--- src/rtl/uart_rx_pkg.sv ---
// Shared definitions for the parametrised UART receiver.
// Contents: parity-mode constants, the receive FSM state type and helpers that
// derive the bit period and counter widths from the build parameters.
package uart_rx_pkg;

  localparam int unsigned PARITY_NONE = 0;
  localparam int unsigned PARITY_ODD  = 1;
  localparam int unsigned PARITY_EVEN = 2;

  typedef enum logic [2:0] {
    StIdle,
    StStart,
    StData,
    StParity,
    StStop
  } rx_state_e;

  // Clock cycles per line bit (integer division, caller guarantees >= 8).
  function automatic int unsigned calc_cycles_per_bit(input int unsigned clk_hz,
                                                      input int unsigned bit_rate);
    return clk_hz / bit_rate;
  endfunction

  // Bits needed for a counter that must hold values 0..max_val.
  function automatic int unsigned calc_cnt_width(input int unsigned max_val);
    return (max_val < 2) ? 1 : $clog2(max_val + 1);
  endfunction

endpackage

--- src/rtl/uart_rx_sync.sv ---
// Input conditioning for the UART receiver: optional line inversion, a 2-FF
// synchroniser and the bit sampler.
// Build option: UART_RX_MAJORITY_EN selects a 2-of-3 majority sampler; when it
// is undefined the sample is simply the synchronised line.
// Ports:
//   clk, resetn  - system clock, asynchronous active-low reset
//   uart_rxd     - raw asynchronous serial line
//   rx_en        - receive enable; when low the synchroniser is held at mark
//   rxd_s        - synchronised (and optionally inverted) line
//   sample_bit   - value the FSM uses at its sample point
module uart_rx_sync #(
  parameter bit INVERTED = 1'b1
) (
  input  logic clk,
  input  logic resetn,
  input  logic uart_rxd,
  input  logic rx_en,
  output logic rxd_s,
  output logic sample_bit
);

  logic line_in;
  logic sync1_q;
  logic sync2_q;

  assign line_in = INVERTED ? ~uart_rxd : uart_rxd;

  always_ff @(posedge clk or negedge resetn) begin
    if (!resetn) begin
      sync1_q <= 1'b1;
      sync2_q <= 1'b1;
    end else if (!rx_en) begin
      sync1_q <= 1'b1;
      sync2_q <= 1'b1;
    end else begin
      sync1_q <= line_in;
      sync2_q <= sync1_q;
    end
  end

  assign rxd_s = sync2_q;

`ifdef UART_RX_MAJORITY_EN
  // Two-deep history of rxd_s; at the FSM's sample point (mid-bit + 1) these
  // hold the mid-bit - 1 and mid-bit values, the live rxd_s is mid-bit + 1.
  logic hist1_q;
  logic hist2_q;

  always_ff @(posedge clk or negedge resetn) begin
    if (!resetn) begin
      hist1_q <= 1'b1;
      hist2_q <= 1'b1;
    end else begin
      hist1_q <= sync2_q;
      hist2_q <= hist1_q;
    end
  end

  assign sample_bit = (hist2_q & hist1_q) | (hist2_q & sync2_q) | (hist1_q & sync2_q);
`else
  assign sample_bit = sync2_q;
`endif

endmodule

--- src/rtl/uart_rx_frame.sv ---
// Parametrised UART receiver feeding the S.BUS frame assembler.
// Validates the start bit, shifts DATA_BITS LSB first, checks optional parity
// and STOP_BITS stop bits, and presents each character on a valid/ready port
// together with parity, framing and break flags. Also reports dropped
// characters (overrun) and emits a one-cycle line_idle pulse after IDLE_BITS
// bit-times of continuous mark, used as the inter-frame sync.
// Build option: UART_RX_MAJORITY_EN enables 3-point majority sampling, which
// moves every FSM decision one cycle later.
// Ports:
//   clk, resetn          - system clock, asynchronous active-low reset
//   uart_rxd, uart_rx_en - serial line and receive enable
//   m_data, m_valid      - received character and its valid flag
//   m_ready              - consumer accept
//   m_pe, m_fe, m_break  - parity error, framing error, break for m_data
//   overrun              - one-cycle pulse when a character is dropped
//   line_idle            - one-cycle pulse after a long mark period
module uart_rx_frame
  import uart_rx_pkg::*;
#(
  parameter int unsigned CLK_HZ      = 50_000_000,
  parameter int unsigned BIT_RATE    = 100_000,
  parameter int unsigned DATA_BITS   = 8,
  parameter int unsigned PARITY_MODE = 2,
  parameter int unsigned STOP_BITS   = 2,
  parameter bit          INVERTED    = 1'b1,
  parameter int unsigned IDLE_BITS   = 20
) (
  input  logic                 clk,
  input  logic                 resetn,
  input  logic                 uart_rxd,
  input  logic                 uart_rx_en,
  output logic [DATA_BITS-1:0] m_data,
  output logic                 m_valid,
  input  logic                 m_ready,
  output logic                 m_pe,
  output logic                 m_fe,
  output logic                 m_break,
  output logic                 overrun,
  output logic                 line_idle
);

  localparam int unsigned CYCLES_PER_BIT = calc_cycles_per_bit(CLK_HZ, BIT_RATE);
  localparam int unsigned CNT_W          = calc_cnt_width(CYCLES_PER_BIT - 1);
  localparam int unsigned IDLE_TICKS     = IDLE_BITS * CYCLES_PER_BIT;
  localparam int unsigned IDLE_W         = calc_cnt_width(IDLE_TICKS);
  localparam int unsigned BIT_CNT_W      = 4;
`ifdef UART_RX_MAJORITY_EN
  localparam int unsigned SAMPLE_OFS     = CYCLES_PER_BIT / 2 + 1;
`else
  localparam int unsigned SAMPLE_OFS     = CYCLES_PER_BIT / 2;
`endif

  localparam logic [CNT_W-1:0]     SAMPLE_AT = CNT_W'(SAMPLE_OFS);
  localparam logic [CNT_W-1:0]     LAST_CNT  = CNT_W'(CYCLES_PER_BIT - 1);
  localparam logic [IDLE_W-1:0]    IDLE_MAX  = IDLE_W'(IDLE_TICKS);
  localparam logic [IDLE_W-1:0]    IDLE_PRE  = IDLE_W'(IDLE_TICKS - 1);
  localparam logic [BIT_CNT_W-1:0] DATA_LAST = BIT_CNT_W'(DATA_BITS - 1);
  localparam logic [BIT_CNT_W-1:0] STOP_LAST = BIT_CNT_W'(STOP_BITS - 1);
  localparam bit                   HAS_PAR   = (PARITY_MODE != PARITY_NONE);
  localparam bit                   ODD_PAR   = (PARITY_MODE == PARITY_ODD);

  logic rxd_s;
  logic sample_bit;

  uart_rx_sync #(
    .INVERTED(INVERTED)
  ) u_sync (
    .clk       (clk),
    .resetn    (resetn),
    .uart_rxd  (uart_rxd),
    .rx_en     (uart_rx_en),
    .rxd_s     (rxd_s),
    .sample_bit(sample_bit)
  );

  rx_state_e            state_q, state_d;
  logic [CNT_W-1:0]     cnt_q, cnt_d;
  logic [BIT_CNT_W-1:0] bit_cnt_q, bit_cnt_d;
  logic [DATA_BITS-1:0] shift_q, shift_d;
  logic                 par_q, par_d;
  logic                 fe_q, fe_d;
  logic                 stop0_q, stop0_d;
  logic                 sample_tick;

  logic                 done;
  logic                 done_pe;
  logic                 done_fe;
  logic                 done_brk;
  logic                 stop0_now;

  logic [DATA_BITS-1:0] data_q;
  logic                 valid_q, pe_q, fe_out_q, brk_q, overrun_q;
  logic [IDLE_W-1:0]    idle_cnt_q, idle_cnt_d;
  logic                 line_idle_q, line_idle_d;

  assign sample_tick = (cnt_q == SAMPLE_AT);

  // Flags for the character completing at the last stop sample.
  assign stop0_now = (bit_cnt_q == '0) ? sample_bit : stop0_q;
  assign done_fe   = fe_q | ~sample_bit;
  assign done_pe   = HAS_PAR && ((^shift_q ^ par_q) != ODD_PAR);
  assign done_brk  = (shift_q == '0) && (!HAS_PAR || !par_q) && !stop0_now;

  always_comb begin
    state_d   = state_q;
    cnt_d     = (cnt_q == LAST_CNT) ? '0 : cnt_q + 1'b1;
    bit_cnt_d = bit_cnt_q;
    shift_d   = shift_q;
    par_d     = par_q;
    fe_d      = fe_q;
    stop0_d   = stop0_q;
    done      = 1'b0;

    unique case (state_q)
      StIdle: begin
        // The IDLE cycle that sees the falling edge counts as cycle 0 of the start bit.
        cnt_d = '0;
        if (!rxd_s) begin
          state_d   = StStart;
          cnt_d     = CNT_W'(1);
          bit_cnt_d = '0;
          par_d     = 1'b0;
          fe_d      = 1'b0;
          stop0_d   = 1'b0;
        end
      end
      StStart: begin
        if (sample_tick) state_d = sample_bit ? StIdle : StData;
      end
      StData: begin
        if (sample_tick) begin
          shift_d = {sample_bit, shift_q[DATA_BITS-1:1]};
          if (bit_cnt_q == DATA_LAST) begin
            bit_cnt_d = '0;
            state_d   = HAS_PAR ? StParity : StStop;
          end else begin
            bit_cnt_d = bit_cnt_q + 1'b1;
          end
        end
      end
      StParity: begin
        if (sample_tick) begin
          par_d   = sample_bit;
          state_d = StStop;
        end
      end
      StStop: begin
        if (sample_tick) begin
          stop0_d = stop0_now;
          fe_d    = done_fe;
          if (bit_cnt_q == STOP_LAST) begin
            // Skip the second half of the last stop bit so back-to-back
            // characters resync on the next start edge.
            state_d = StIdle;
            done    = 1'b1;
          end else begin
            bit_cnt_d = bit_cnt_q + 1'b1;
          end
        end
      end
      default: state_d = StIdle;
    endcase

    if (!uart_rx_en) begin
      state_d = StIdle;
      cnt_d   = '0;
      done    = 1'b0;
    end
  end

  always_ff @(posedge clk or negedge resetn) begin
    if (!resetn) begin
      state_q   <= StIdle;
      cnt_q     <= '0;
      bit_cnt_q <= '0;
      shift_q   <= '0;
      par_q     <= 1'b0;
      fe_q      <= 1'b0;
      stop0_q   <= 1'b0;
    end else begin
      state_q   <= state_d;
      cnt_q     <= cnt_d;
      bit_cnt_q <= bit_cnt_d;
      shift_q   <= shift_d;
      par_q     <= par_d;
      fe_q      <= fe_d;
      stop0_q   <= stop0_d;
    end
  end

  // Output register and handshake. A completion in the same cycle as an
  // accept replaces the old character; otherwise a held character wins.
  always_ff @(posedge clk or negedge resetn) begin
    if (!resetn) begin
      data_q    <= '0;
      valid_q   <= 1'b0;
      pe_q      <= 1'b0;
      fe_out_q  <= 1'b0;
      brk_q     <= 1'b0;
      overrun_q <= 1'b0;
    end else begin
      overrun_q <= 1'b0;
      if (done) begin
        if (!valid_q || m_ready) begin
          data_q   <= shift_q;
          pe_q     <= done_pe;
          fe_out_q <= done_fe;
          brk_q    <= done_brk;
          valid_q  <= 1'b1;
        end else begin
          overrun_q <= 1'b1;
        end
      end else if (valid_q && m_ready) begin
        valid_q <= 1'b0;
      end
    end
  end

  // Idle detector: saturating mark counter, pulse on reaching IDLE_TICKS.
  always_comb begin
    idle_cnt_d  = idle_cnt_q;
    line_idle_d = 1'b0;
    if (!uart_rx_en || !rxd_s) begin
      idle_cnt_d = '0;
    end else if (state_q == StIdle && idle_cnt_q != IDLE_MAX) begin
      idle_cnt_d  = idle_cnt_q + 1'b1;
      line_idle_d = (idle_cnt_q == IDLE_PRE);
    end
  end

  always_ff @(posedge clk or negedge resetn) begin
    if (!resetn) begin
      idle_cnt_q  <= '0;
      line_idle_q <= 1'b0;
    end else begin
      idle_cnt_q  <= idle_cnt_d;
      line_idle_q <= line_idle_d;
    end
  end

  assign m_data    = data_q;
  assign m_valid   = valid_q;
  assign m_pe      = pe_q;
  assign m_fe      = fe_out_q;
  assign m_break   = brk_q;
  assign overrun   = overrun_q;
  assign line_idle = line_idle_q;

endmodule

--- config.mk ---
export PLATFORM = sky130hd
export DESIGN_NAME = uart_rx_frame
export DESIGN_NICKNAME = d
export VERILOG_FILES = /design/src/rtl/uart_rx_pkg.sv /design/src/rtl/uart_rx_sync.sv /design/src/rtl/uart_rx_frame.sv
export SDC_FILE = /design/constraint.sdc
export NUM_CORES = 1
export LEC_CHECK = 0
export CORE_MARGIN = 4
export CORE_UTILIZATION = 40
export DETAILED_ROUTE_END_ITERATION = 12
export SYNTH_ARGS = -nofsm -noshare
export SYNTH_HDL_FRONTEND = slang
export SYNTH_SLANG_ARGS = --single-unit
--- constraint.sdc ---
create_clock -name clk -period 4.65 [get_ports clk]
set_input_delay 1.1625 -clock clk [delete_from_list [all_inputs] [get_ports clk]]
set_output_delay 1.1625 -clock clk [all_outputs]
set_load 0.05 [all_outputs]
==> out/qor.csv <==
stage,metric,value,unit
synth,yosys.area_share.adder,4.47,%
clock_network,postCtsResizedCells,0,
clock_network,worstSkewPairLatency,0.34,ns
critical_path,critical_path.n_buffers_inverters,1,
floorplan,fp-row-count,31,
timing,worst_pin_slew,0.740,ns
critical_path,critPathTopFamily,simple AND/OR/NAND/NOR gates,
timing,max_slew_margin,50.4,%
final_layout,flow.area_growth_from_synthesis,13.5,%
timing,report.final.slew_viol_count,0,
final_layout,layout.cells.most_common_list,"sky130_fd_sc_hd__dfrtp_1 (55), sky130_fd_sc_hd__nand2_1 (27), sky130_fd_sc_hd__nor2_1 (25)",
placed_design,port-buffer-count,18,
floorplan,design.die.area,0.00917,mm^2
final_layout,design.final.nets,329,
synth,combinational_family_with_the_most_area_after_synthesis,simple AND/OR/NAND/NOR gates,
critical_path,crit_path_start,uart_rx_en,
drt,via_count,2162,
critical_path,critical_path.slowest_cell,sky130_fd_sc_hd__clkdlybuf4s50_1,
clock_network,tritoncts_num_sinks,57,
timing,hold_viol_final,0,
clock_network,cts_buffers,9,
floorplan,die_w,95.7,um
synth,number_of_flops_mapped_to_enable_cells_by_yosys,0,
synth,postSynthCellCount,295,
floorplan,core,0.00737,mm^2
floorplan,chip_height,95.7,um
synth,syn_area,0.00308,mm^2
flow_run,cap_violations,0,
placed_design,instance_count_after_placement_with_tap_cells_included,401,
critical_path,worst_ep_required_time,4.91,ns
synth,syn-num-nets,311,
synth,synth_cell_type_count,65,
synth,syn_avg_cell_area,10.4,um^2
grt,grtUsageTotal,13.9,%
drt,ant_nets,0,
synth,synth-seq-cells,57,
timing,max_freq,0.352,GHz
pwr,power.density_cell_area,291,mW/mm^2
drt,drt_first_pass_iters,4,
synth,seq_area_frac_synth,46.4,%
critical_path,timing.rr.start,state_q[1]$_DFFE_PN0P_,
critical_path,arrival,3.09,ns
final_layout,layout_commonest_cell,sky130_fd_sc_hd__dfrtp_1,
critical_path,critical_path.max_fanout,16,
synth,simple_gate_area_share_of_the_yosys_netlist,22.1,%
drt,wl_per_cell,13.9,um
final_layout,final-instance-count-excl-fill,417,
clock_network,cts_root_buf,sky130_fd_sc_hd__clkbuf_8,
floorplan,boundaryPins,19,
pwr,power.static_leakage,1.47,nW
synth,post_synth_xor_area_fraction,4.84,%
drt,via_per_inst,5.18,
clock_network,worst_setup_hold_path_clk_slew,0.07,ns
drt,dr.first_iter.drc_count,133,
final_layout,num_antenna_cells,0,
critical_path,startpoint_type,input port,
timing,setup-violations-final,0,
clock_network,tritoncts,built,
grt,grt-ovfl-total,0,
placed_design,place_hpwl,4000,um
synth,proportion_of_register_bits_with_asynchronous_set_or_reset_after_synthesis,100,%
timing,setup_repair_after_global_routing_missed_its_margin,false,
synth,synth_compound_area_share,10.3,%
timing,finalWorstPathRequiredPeriod,2.84,ns
grt,grt_pass1_wl,9890,um
clock_network,post-cts-setup-buffer-count,0,
synth,post_synth_mux_area_share,6.66,%
timing,setup_tns,0,ns
synth,synth-main-ff-cell,sky130_fd_sc_hd__dfrtp_1,
critical_path,slowest_delay,0.63,ns
clock_network,clk_path_buf_depth,2,
min_path,hold_path.class,reg -> reg,
pwr,vdd_ir_drop_max,0.000203,V
clock_network,post_cts_hold_buffer_count,0,
critical_path,worstPathCellList,clkdlybuf4s50_1 -> nand2_1 -> o2111ai_1 -> or3_1 -> a21oi_1,
status,outcome,"finished, final reports clean",
final_layout,drive_above_1_share,16.0,%
timing,finalCritPeriodShare,61.0,%
grt,antenna_found_initial,0,
critical_path,worst_setup_path_end_kind,flip-flop,
min_path,min-delay-start,u_sync.sync1_q$_DFF_PN1_,
placed_design,gpl.final_weighted_congestion,0.816,
drt,route.detailed.drc,0,
critical_path,critPathKind,in -> reg,
clock_network,ctsHtreeMaxLevel,3,
grt,grt_max_degree,41,
timing,skew,0.0101,ns
floorplan,starting_utilization_of_the_core_area,41.8,%
grt,vias_in_the_first_global_route,2040,
synth,synth_warnings,0,
drt,postRouteWirelength,5810,um
## per-layer routing
layer | up-vias | routed length [um] | share of wire [%] | track usage (%)
li1 | 1078 | - | - | -
met1 | 1032 | 2850 | 49 | 18.8
met4 | 0 | 78 | 1.3 | 4.86
met2 | 44 | 2620 | 45 | 20.8
met3 | 8 | 261 | 4.5 | 4.46
met5 | - | 0 | 0 | 0
## synthesized netlist by cell type (all sizes together), types with 3 or more instances
master  number  share of area, %
a211o        3              0.85
a21oi       12               2.1
and3         5               1.2
and4         5               1.4
buf          9               2.7
clkbuf       3              0.37
dfrtp       55                45
ha          11               4.5
inv         18               2.2
mux2        14               6.3
nand2       28               3.5
nand2b       4              0.89
nand3       12               2.1
nand4        9               2.0
nor2        25               3.0
nor3         3              0.65
nor3b        5               1.6
o21ai       14               2.3
or3          6               1.3
or4          3              0.77
xnor2       12               3.4
xor2         5               1.4
## cells by family after synthesis
group                    after synthesis
flip-flops                            57
buffers and inverters                 30
multiplexers                          15
adder cells (fa/ha/maj)               11
AO/OA/AOI/OAI                         48
XOR/XNOR                              17
AND/OR/NAND/NOR                      117
## flip-flops by register name, summed over array words and instances (netlist names)
signal,flops
bit_cnt_q,4
shift_q,8
fe_q,1
m_fe,1
u_sync.rxd_s,1
stop0_q,1
u_sync.sync1_q,1
m_data,8
par_q,1
m_break,1
m_valid,1
idle_cnt_q,14
state_q,3
line_idle,1
cnt_q,9
overrun,1
m_pe,1
## metrics by stage
step	power (mW)	util (%)	hold slack [ns]	cell area (um^2)	setup WS [ns]
after CTS	1.03	47.4	0.486	3490	1.83
after detailed placement	0.556	44.7	0.477	3290	1.44
after global routing	1.06	47.4	0.500	3490	1.66
after floorplan	0.537	-	0.454	3080	2.58
final	1.02	47.4	0.483	3490	1.81
after global placement	0.555	44.7	0.477	3290	1.54
## path summary, 6_finish.rpt
path	depth (start not counted)	end	slack, ns
worst max-delay path	5	idle_cnt_q[13]$_DFFE_PN0P_	1.81
worst min-delay path	1	u_sync.rxd_s$_DFF_PN1_	0.48
worst max register to register	4	bit_cnt_q[1]$_DFFE_PN0P_	2.41
worst min register to register	1	u_sync.rxd_s$_DFF_PN1_	0.48
max in group asynchronous	2	u_sync.rxd_s$_DFF_PN1_	3.03
min in group asynchronous	1	m_break$_DFFE_PN0P_	0.76
## power breakdown
part,switching (mW),total (mW),leakage (nW),internal [mW]
Clock,0.210,0.473,0.0949,0.262
Sequential,0.00622,0.507,0.787,0.500
Combinational,0.0257,0.0387,0.584,0.0130
## layout make-up
cell class / count / area, um^2
clock buffers: 10 / 138
multi-input cells: 208 / 1490
repair buffers: 19 / 183
well taps: 99 / 124
fillers: 691 / 3870
clock inverters: 6 / 66.3
flip-flops and latches: 57 / 1430
inverters: 18 / 67.6
No activity file was read; power rests on OpenSTA's default activity.
